<file path="config.mk">
export PLATFORM = sky130hd
export DESIGN_NAME = axi_ts_ext_trig
export DESIGN_NICKNAME = d
export VERILOG_FILES = /design/src/rtl/axi_ts_pkg.sv /design/src/rtl/axi_ts_ext_trig_sync_filter.sv /design/src/rtl/axi_ts_ext_trig.sv
export SDC_FILE = /design/constraint.sdc
export NUM_CORES = 1
export LEC_CHECK = 0
export ABC_CLOCK_PERIOD_IN_PS = 11300
export BUFFER_PORTS_ARGS = -buffer_cell sky130_fd_sc_hd__buf_4
export CELL_PAD_IN_SITES_DETAIL_PLACEMENT = 1
export CELL_PAD_IN_SITES_GLOBAL_PLACEMENT = 2
export CORE_ASPECT_RATIO = 1.1
export CORE_UTILIZATION = 35
export CTS_CLUSTER_SIZE = 14
export DETAILED_ROUTE_END_ITERATION = 10
export GPL_ROUTABILITY_DRIVEN = 0
export PLACE_DENSITY = 0.85
export REMOVE_ABC_BUFFERS = 1
export SYNTH_ARGS = -nofsm -noshare
export SYNTH_HDL_FRONTEND = slang
export SYNTH_SLANG_ARGS = --single-unit
</file>
<file path="constraint.sdc">
create_clock -name clk -period 11.3 [get_ports clk]
set_input_delay 1.13 -clock clk [delete_from_list [all_inputs] [get_ports clk]]
set_output_delay 1.13 -clock clk [all_outputs]
set_load 0.02 [all_outputs]
</file>
<file path="src/rtl/axi_ts_pkg.sv">
// ---------------------------------------------------------------------------
// axi_ts_pkg
// Shared types and helpers for the external-trigger conditioning path.
//   edge_sel_e        : edge-select encoding driven by the register bank
//   ext_trig_state_e  : acceptance state machine encoding
//   SYNC_STAGES_MIN   : smallest legal synchroniser depth
//   edge_select()     : maps a rise/fall pair onto the selected edge hit
// ---------------------------------------------------------------------------
package axi_ts_pkg;

    localparam int SYNC_STAGES_MIN = 2;

    typedef enum logic [1:0] {
        RISE = 2'd0,
        FALL = 2'd1,
        BOTH = 2'd2,
        NONE = 2'd3
    } edge_sel_e;

    typedef enum logic [1:0] {
        IDLE    = 2'd0,
        ARMED   = 2'd1,
        HOLDOFF = 2'd2
    } ext_trig_state_e;

    function automatic logic edge_select(input logic [1:0] sel,
                                         input logic       rise,
                                         input logic       fall);
        logic hit;
        hit = 1'b0;
        case (edge_sel_e'(sel))
            RISE:    hit = rise;
            FALL:    hit = fall;
            BOTH:    hit = rise | fall;
            default: hit = 1'b0;
        endcase
        return hit;
    endfunction

endpackage

</file>
<file path="src/rtl/axi_ts_ext_trig_sync_filter.sv">
// ---------------------------------------------------------------------------
// axi_ts_sync_filter
// Brings the raw trigger pin into the clk domain, rejects glitches shorter
// than cfg_filter_len + 1 cycles and produces registered edge strobes.
//   clk, rst        : clock, asynchronous active-high reset
//   trig_in         : raw asynchronous pin
//   cfg_filter_len  : extra stable cycles needed before a level change lands
//   filt            : filtered level
//   rise, fall      : one-cycle strobes, one cycle after filt changes
// ---------------------------------------------------------------------------
module axi_ts_sync_filter #(
    parameter int SYNC_STAGES = 2,
    parameter int FILTER_W    = 8
) (
    input  logic                clk,
    input  logic                rst,
    input  logic                trig_in,
    input  logic [FILTER_W-1:0] cfg_filter_len,
    output logic                filt,
    output logic                rise,
    output logic                fall
);
    import axi_ts_pkg::*;

    // A depth below the minimum would not be a real synchroniser.
    localparam int STAGES = (SYNC_STAGES < SYNC_STAGES_MIN) ? SYNC_STAGES_MIN : SYNC_STAGES;

    (* ASYNC_REG = "TRUE" *) logic [STAGES-1:0] r_sync;

    logic                r_filt;
    logic                r_filt_d;
    logic [FILTER_W-1:0] r_cnt;
    logic                r_rise;
    logic                r_fall;
    logic                w_s;

    assign w_s = r_sync[STAGES-1];

    always_ff @(posedge clk or posedge rst) begin
        if (rst) begin
            r_sync <= '0;
        end else begin
            r_sync <= {r_sync[STAGES-2:0], trig_in};
        end
    end

    // The counter measures how long the synchronised level has disagreed with
    // the accepted level; any return to agreement restarts the count.
    // ">=" keeps the filter from running past a length lowered mid-count.
    always_ff @(posedge clk or posedge rst) begin
        if (rst) begin
            r_filt   <= 1'b0;
            r_filt_d <= 1'b0;
            r_cnt    <= '0;
            r_rise   <= 1'b0;
            r_fall   <= 1'b0;
        end else begin
            if (w_s == r_filt) begin
                r_cnt <= '0;
            end else if (r_cnt >= cfg_filter_len) begin
                r_filt <= w_s;
                r_cnt  <= '0;
            end else begin
                r_cnt <= r_cnt + FILTER_W'(1);
            end
            r_filt_d <= r_filt;
            r_rise   <= r_filt & ~r_filt_d;
            r_fall   <= ~r_filt & r_filt_d;
        end
    end

    assign filt = r_filt;
    assign rise = r_rise;
    assign fall = r_fall;

endmodule

</file>
<file path="src/rtl/axi_ts_ext_trig.sv">
// ---------------------------------------------------------------------------
// axi_ts_ext_trig
// Turns the external trigger pin into a single-cycle ext_trigger pulse and
// stamps every accepted trigger with the RTC time.
//   clk, rst            : clock, asynchronous active-high reset
//   trig_in             : raw asynchronous trigger pin
//   cfg_enable          : accept triggers when 1
//   cfg_edge            : 0 rise, 1 fall, 2 both, 3 none
//   cfg_filter_len      : glitch filter length (extra stable cycles)
//   cfg_holdoff         : cycles edges are ignored after an accept
//   cfg_clear           : clears ts_valid and the overflow statistics
//   rtc_sec, rtc_nsec   : running RTC time
//   ext_trigger         : accepted-trigger pulse
//   ts_valid/ts_ready   : timestamp handshake; ts_sec/ts_nsec hold the stamp
//   stat_level          : filtered pin level
//   stat_overflow       : sticky, a trigger arrived while a stamp was pending
//   stat_missed         : saturating count of dropped stamps
// ---------------------------------------------------------------------------
module axi_ts_ext_trig #(
    parameter int SYNC_STAGES = 2,
    parameter int FILTER_W    = 8,
    parameter int MISS_W      = 16
) (
    input  logic                clk,
    input  logic                rst,
    input  logic                trig_in,
    input  logic                cfg_enable,
    input  logic [1:0]          cfg_edge,
    input  logic [FILTER_W-1:0] cfg_filter_len,
    input  logic [31:0]         cfg_holdoff,
    input  logic                cfg_clear,
    input  logic [31:0]         rtc_sec,
    input  logic [31:0]         rtc_nsec,
    output logic                ext_trigger,
    output logic                ts_valid,
    input  logic                ts_ready,
    output logic [31:0]         ts_sec,
    output logic [31:0]         ts_nsec,
    output logic                stat_level,
    output logic                stat_overflow,
    output logic [MISS_W-1:0]   stat_missed
);
    import axi_ts_pkg::*;

    logic w_filt;
    logic w_rise;
    logic w_fall;
    logic w_edge_hit;

    axi_ts_sync_filter #(
        .SYNC_STAGES (SYNC_STAGES),
        .FILTER_W    (FILTER_W)
    ) u_sync_filter (
        .clk            (clk),
        .rst            (rst),
        .trig_in        (trig_in),
        .cfg_filter_len (cfg_filter_len),
        .filt           (w_filt),
        .rise           (w_rise),
        .fall           (w_fall)
    );

    assign w_edge_hit = edge_select(cfg_edge, w_rise, w_fall);

    // ------------------------------------------------------------------
    // Acceptance state machine
    // ------------------------------------------------------------------
    ext_trig_state_e r_state;
    ext_trig_state_e w_state_next;
    logic [31:0]     r_hcnt;
    logic [31:0]     w_hcnt_next;
    logic            w_accept;

    always_ff @(posedge clk or posedge rst) begin
        if (rst) begin
            r_state <= IDLE;
            r_hcnt  <= '0;
        end else begin
            r_state <= w_state_next;
            r_hcnt  <= w_hcnt_next;
        end
    end

    always_comb begin
        w_state_next = r_state;
        w_hcnt_next  = r_hcnt;
        w_accept     = 1'b0;
        case (r_state)
            IDLE: begin
                if (cfg_enable) begin
                    w_state_next = ARMED;
                end
            end
            ARMED: begin
                if (w_edge_hit) begin
                    w_accept = 1'b1;
                    // Holdoff is sampled here only; later register writes
                    // do not disturb a holdoff already running.
                    if (cfg_holdoff != 32'd0) begin
                        w_state_next = HOLDOFF;
                        w_hcnt_next  = cfg_holdoff - 32'd1;
                    end
                end
            end
            HOLDOFF: begin
                if (r_hcnt == 32'd0) begin
                    w_state_next = ARMED;
                end else begin
                    w_hcnt_next = r_hcnt - 32'd1;
                end
            end
            default: begin
                w_state_next = IDLE;
            end
        endcase
        // Disabling wins for the next state, but an edge seen while still
        // ARMED in this cycle has already been accepted above.
        if (!cfg_enable) begin
            w_state_next = IDLE;
        end
    end

    // ------------------------------------------------------------------
    // Trigger pulse, timestamp capture and overflow accounting
    // ------------------------------------------------------------------
    logic              r_ext_trigger;
    logic              r_ts_valid;
    logic [31:0]       r_ts_sec;
    logic [31:0]       r_ts_nsec;
    logic              r_stat_overflow;
    logic [MISS_W-1:0] r_stat_missed;
    logic              w_ts_load;
    logic              w_ts_drop;

    // A clear frees the slot in the same cycle, so a coincident accept
    // stores its stamp instead of being counted as missed.
    assign w_ts_load = w_accept & (~r_ts_valid | ts_ready | cfg_clear);
    assign w_ts_drop = w_accept & r_ts_valid & ~ts_ready & ~cfg_clear;

    always_ff @(posedge clk or posedge rst) begin
        if (rst) begin
            r_ext_trigger   <= 1'b0;
            r_ts_valid      <= 1'b0;
            r_ts_sec        <= '0;
            r_ts_nsec       <= '0;
            r_stat_overflow <= 1'b0;
            r_stat_missed   <= '0;
        end else begin
            r_ext_trigger <= w_accept;

            if (w_ts_load) begin
                r_ts_sec  <= rtc_sec;
                r_ts_nsec <= rtc_nsec;
            end

            if (w_ts_load) begin
                r_ts_valid <= 1'b1;
            end else if (cfg_clear || (r_ts_valid && ts_ready)) begin
                r_ts_valid <= 1'b0;
            end

            if (cfg_clear) begin
                r_stat_overflow <= 1'b0;
                r_stat_missed   <= '0;
            end else if (w_ts_drop) begin
                r_stat_overflow <= 1'b1;
                if (r_stat_missed != {MISS_W{1'b1}}) begin
                    r_stat_missed <= r_stat_missed + MISS_W'(1);
                end
            end
        end
    end

    assign ext_trigger   = r_ext_trigger;
    assign ts_valid      = r_ts_valid;
    assign ts_sec        = r_ts_sec;
    assign ts_nsec       = r_ts_nsec;
    assign stat_level    = w_filt;
    assign stat_overflow = r_stat_overflow;
    assign stat_missed   = r_stat_missed;

endmodule

</file>
Yosys cells after proc, flatten, opt, wreduce, memory -nomap -nowiden
Cells that the tools add are included.
Storage, ports and cells
  register bits: 131
  output and inout bits: 84
  input port bits: 112
  logic and storage cells: 81
Operators by class
  equality and inequality tests: 12
  order comparisons: 1
  bitwise gates (word level): 15
  reductions and logical operators: 14
  mux-type cells: 21
  add/subtract/negate cells: 4
Operator list (count)
  $mux 32: 3
  $pmux 32 s2: 1
  $sub 32x1->32 const B: 2
  $mux 16: 3
  $logic_not 32->1: 1
  $reduce_bool 32->1: 1
  $add 16x1->16 const B: 1
  $mux 8: 2
  $ne 16x16->1 const B: 1
  $ne 3x3->1 const B: 3
  $add 8x1->8 const B: 1
  $ge 8x8->1: 1
  $mux 2: 4
  $reduce_bool 2->1: 4
  $and 1x1->1: 6
  $mux 1: 6
  $ne 2x2->1 const B: 3
  $not 1->1: 6
  $pmux 2 s3: 1
  $eq 2x1->1 const B: 2
  $eq 2x2->1 const B: 2
  $logic_not 2->1: 2
  $reduce_and 2->1: 2
  $reduce_and 4->1: 1
  6 further kinds: 8

Longest topological paths before layout
  depth in word-level cells: 9
  mapped depth: 15
  depth with buffers taken out: 9

Cells and area by module
From an unflattened synthesis, not the netlist that was laid out.
Unflattened totals
  cells, all modules: 739
  area, all modules: 7604.8 µm²
Modules (own cells, without submodules)
  axi_ts_ext_trig: times used 1, seq. area each 2927.8 µm², cells an instance 671, area an instance 6844.1 µm²
  axi_ts_sync_filter: times used 1, seq. area each 350.3 µm², cells an instance 68, area an instance 760.7 µm²

Worst setup path before layout
Ideal clock, no wire load.
  path type: register to register
  from: reg r_state[0]
  to: reg r_hcnt[24]
  arrival time: 3358 ps
  period minus slack after synthesis: 3501 ps
  required time: 11157 ps
  slack: 7799 ps
  library setup time: 143 ps
  cell stages (with the launch flop): 16
  cell sequence: dfrtp_1 nand2b_1 buf_6 buf_6 buf_2 clkbuf_1 clkbuf_1 buf_2 mux2i_1 ha_1 and4b_1 clkbuf_2 nand4_4 or4_1 o31ai_1 a22oi_1
Between the ends
  word-level cells in the longest chain between the ends: 3
  elaborated cells between the ends (all ways): 8
  classes of those cells: 5 x eq/ne; 1 x mux; 2 x reduce/logical
Ends and longest elaborated chain
  start, declared: RTL line axi_ts_ext_trig.sv:68  | ext_trig_state_e r_state;
  start signal, assigned: RTL line axi_ts_ext_trig.sv:79  | r_state <= w_state_next;
  $eq 2x2->1 / $eq 2x1->1 (equally long branches): RTL line axi_ts_ext_trig.sv:88  | case (r_state)
  $ne 2x2->1 (no line) / $reduce_bool 2->1 (equally long branches)
  $reduce_and 4->1 (no line)
  end signal, assigned: RTL line axi_ts_ext_trig.sv:80  | r_hcnt <= w_hcnt_next;
  end, declared: RTL line axi_ts_ext_trig.sv:70  | logic [31:0] r_hcnt;
Parallel ways exist; a longest one is shown, timed or not.
A chain may end at the register's enable or synchronous reset.

Final worst setup path
Same ends and word-level chain as after synthesis.

==> metrics.cfg <==
[placement]
dp.cells = 1111
place.port_buffers = 195
dp_hpwl_um = 16400
post_dp_cell_area_sq_um = 8810

[setup_path]
crit_fanout = 45
cp.required_ps = 11580
crit_path_end_kind = register
crit_family = simple AND/OR/NAND/NOR gates
slowest_delay_ps = 600
cp_num_buf_inv = 1
critical_path_class = register to register
cp-start-kind = register
slowest_stage = buf_4
critical_path_arrival_ps = 4050
path_cells = nand2b_2, buf_4, mux2i_4, ha_1, and4b_1, nand4_4, or4_1, o31ai_1, a22oi_1

[synth]
synth_async_sr_flop_share_pct = 100
ys_ff_latch = 131
ys_warn_count = 0
synth-edff-count = 0
yosys_most_used_dff = dfrtp_1
ys_seq_area_share_pct = 46.1
netlist_area_sq_um = 7120
synth_cells = 690
syn_area_per_cell_sq_um = 10.3
synth.distinct_cells = 67

[cts]
cts_root_buf = clkbuf_16
post-cts-setup-buffers = 0
htreeDepth = 4
clock_sinks = 131
clk_pin_slew_ps = 60
cts_hold_buf = 0
clk_latency_ps = 420
cts_tree = done
cts_resized = 0
numCtsBuffers = 17
clockBufferDepth = 2

[drt]
vias = 6097
dr.pass1.iters = 4
drc = 0
antenna_left = 0
finalWirelength_um = 22200
via_per_inst = 5.33
post_drt_wl_per_cell_um = 19.4
first_iter_violations = 185

[finish]
num-nets-final = 1001
drive_gt1_share_pct = 37.1
final_cells = 1143
n_fill_cell = 2240
finish.utilization_pct = 47.4
antenna_cells = 0
fin_area_sq_um = 9410
area_growth_pct = 32.2

[floorplan]
rows = 54
die_x_um = 138
fp.dieH_um = 152
ios = 196
start_util_pct = 35.8
dieArea_sq_um = 20900
coreArea_sq_um = 19900

[timing]
finalCritPeriodShare_pct = 33.3
drv_slew = 0
tightestPinTransition_ps = 942
hold_violations = 0
timing.fmax_ghz = 0.265
setup_tns_ps = 0
period_minus_slack_ps = 3770
maxSlewHeadroom_pct = 37.2
rsz0062_at_grt = no
final-setup-viol-count = 0
skew_ps = 13.6

[global_routing]
grt_pass1_wl_um = 34900
grt_pass1_vias = 6461
grt.total_usage_pct = 22.0
grt_max_degree = 77
grt_overflow = 0
antenna_found_initial = 0

[pwr]
p_leak_nw = 4.39
p_total_mw = 2.12
peakVddDrop_mv = 0.123
power_density_nw_per_um2 = 226

[job]
cap_violations = 0

[min_path]
hp-class = register to register

[run_status]
status = complete, no violations

## final timing paths
path,endpoint,cells past startpoint,slack [ps],startpoint
min reg2reg,u_sync_filter.r_sync[1],0,350,u_sync_filter.r_sync[0]
min,u_sync_filter.r_sync[1],0,350,u_sync_filter.r_sync[0]
max,r_hcnt[24],9,7530,r_state[0]
max reg2reg,r_hcnt[24],9,7530,r_state[0]
max in group asynchronous,r_hcnt[8],3,9200,rst
min in group asynchronous,stat_missed[5],2,850,rst
## cells in the mapped netlist (all sizes together), types with 14 or more instances
cell,instances,area [sq um]
o21ai,17,85.1
nand4,15,109
xor2,20,175
clkbuf,18,68.8
nor2,72,270
nand3,17,97.6
nor4,14,87.6
inv,25,93.8
dfrtp,131,3280
nand2,59,221
o31ai,16,130
mux2,80,905
a21oi,35,175
nor3,14,75.1
mux2i,24,260
## cell usage in the layout, fill, tap and decap left out, drive strengths merged, types with 4 or more instances in the layout
cell type / n
o31ai: 16
nor4: 14
a211oi: 4
nand3b: 6
nand2b: 5
dfrtp: 131
or4b: 4
a21o: 5
o211ai: 13
and2: 6
mux2: 80
nand4: 15
a31oi: 5
nand2: 59
nor2: 72
xor2: 20
mux2i: 24
inv: 32
nand4b: 4
buf: 200
or3: 7
clkbuf: 18
ha: 11
a21oi: 35
nand3: 17
xnor2: 7
nor2b: 5
o21ai: 17
and3: 5
nor3: 14
## cell families after synthesis
family                   Yosys count  share of synthesized area [%]
AND/OR/NAND/NOR                  246                           18.3
flip-flops                       131                           46.1
AO/OA/AOI/OAI                    115                           10.6
multiplexers                     104                           16.4
buffers and inverters             56                           3.38
XOR/XNOR                          27                           3.32
adder cells (fa/ha/maj)           11                           1.93
## sequential cells by signal (all words and copies together), names as in the netlist
signal,count
stat_overflow,1
r_hcnt,32
ts_nsec,32
u_sync_filter.filt,1
u_sync_filter.r_sync,2
stat_missed,16
u_sync_filter.rise,1
ts_valid,1
u_sync_filter.r_cnt,8
u_sync_filter.r_filt_d,1
ext_trigger,1
r_state,2
u_sync_filter.fall,1
ts_sec,32
## per-stage QoR
stage | hold slack (ps) | setup slack [ps]
floorplan | 331 | 6670
global placement | 336 | 7590
detailed placement | 337 | 7530
CTS | 353 | 7530
global route | 361 | 7200
finish | 349 | 7530
## per-layer routing
| metal | track usage [%] | share of wire [%] | up-vias |
|---|---|---|---|
| li1 | - | - | 2868 |
| met1 | 27.4 | 42 | 3020 |
| met2 | 36.3 | 49 | 185 |
| met3 | 6.89 | 7.4 | 24 |
| met4 | 6.79 | 1.6 | 0 |
| met5 | 0 | 0 | - |
## area by class of cell
class / count / area (sq um) / area share, %
multi-input combinational: 503 / 3610 / 38.4
sequential: 131 / 3280 / 34.8
timing repair buffer: 200 / 1500 / 16.0
clock buffer: 18 / 439 / 4.67
tap: 252 / 315 / 3.35
clock inverter: 14 / 164 / 1.74
inverter: 25 / 98.8 / 1.05
## report_power, final
group / internal [mW] / switching, mW / leakage [nW]
Clock: 0.337 / 0.235 / 0.287
Sequential: 0.650 / 0.143 / 1.63
Combinational: 0.357 / 0.402 / 2.47
(Power assumes the default switching activity.)
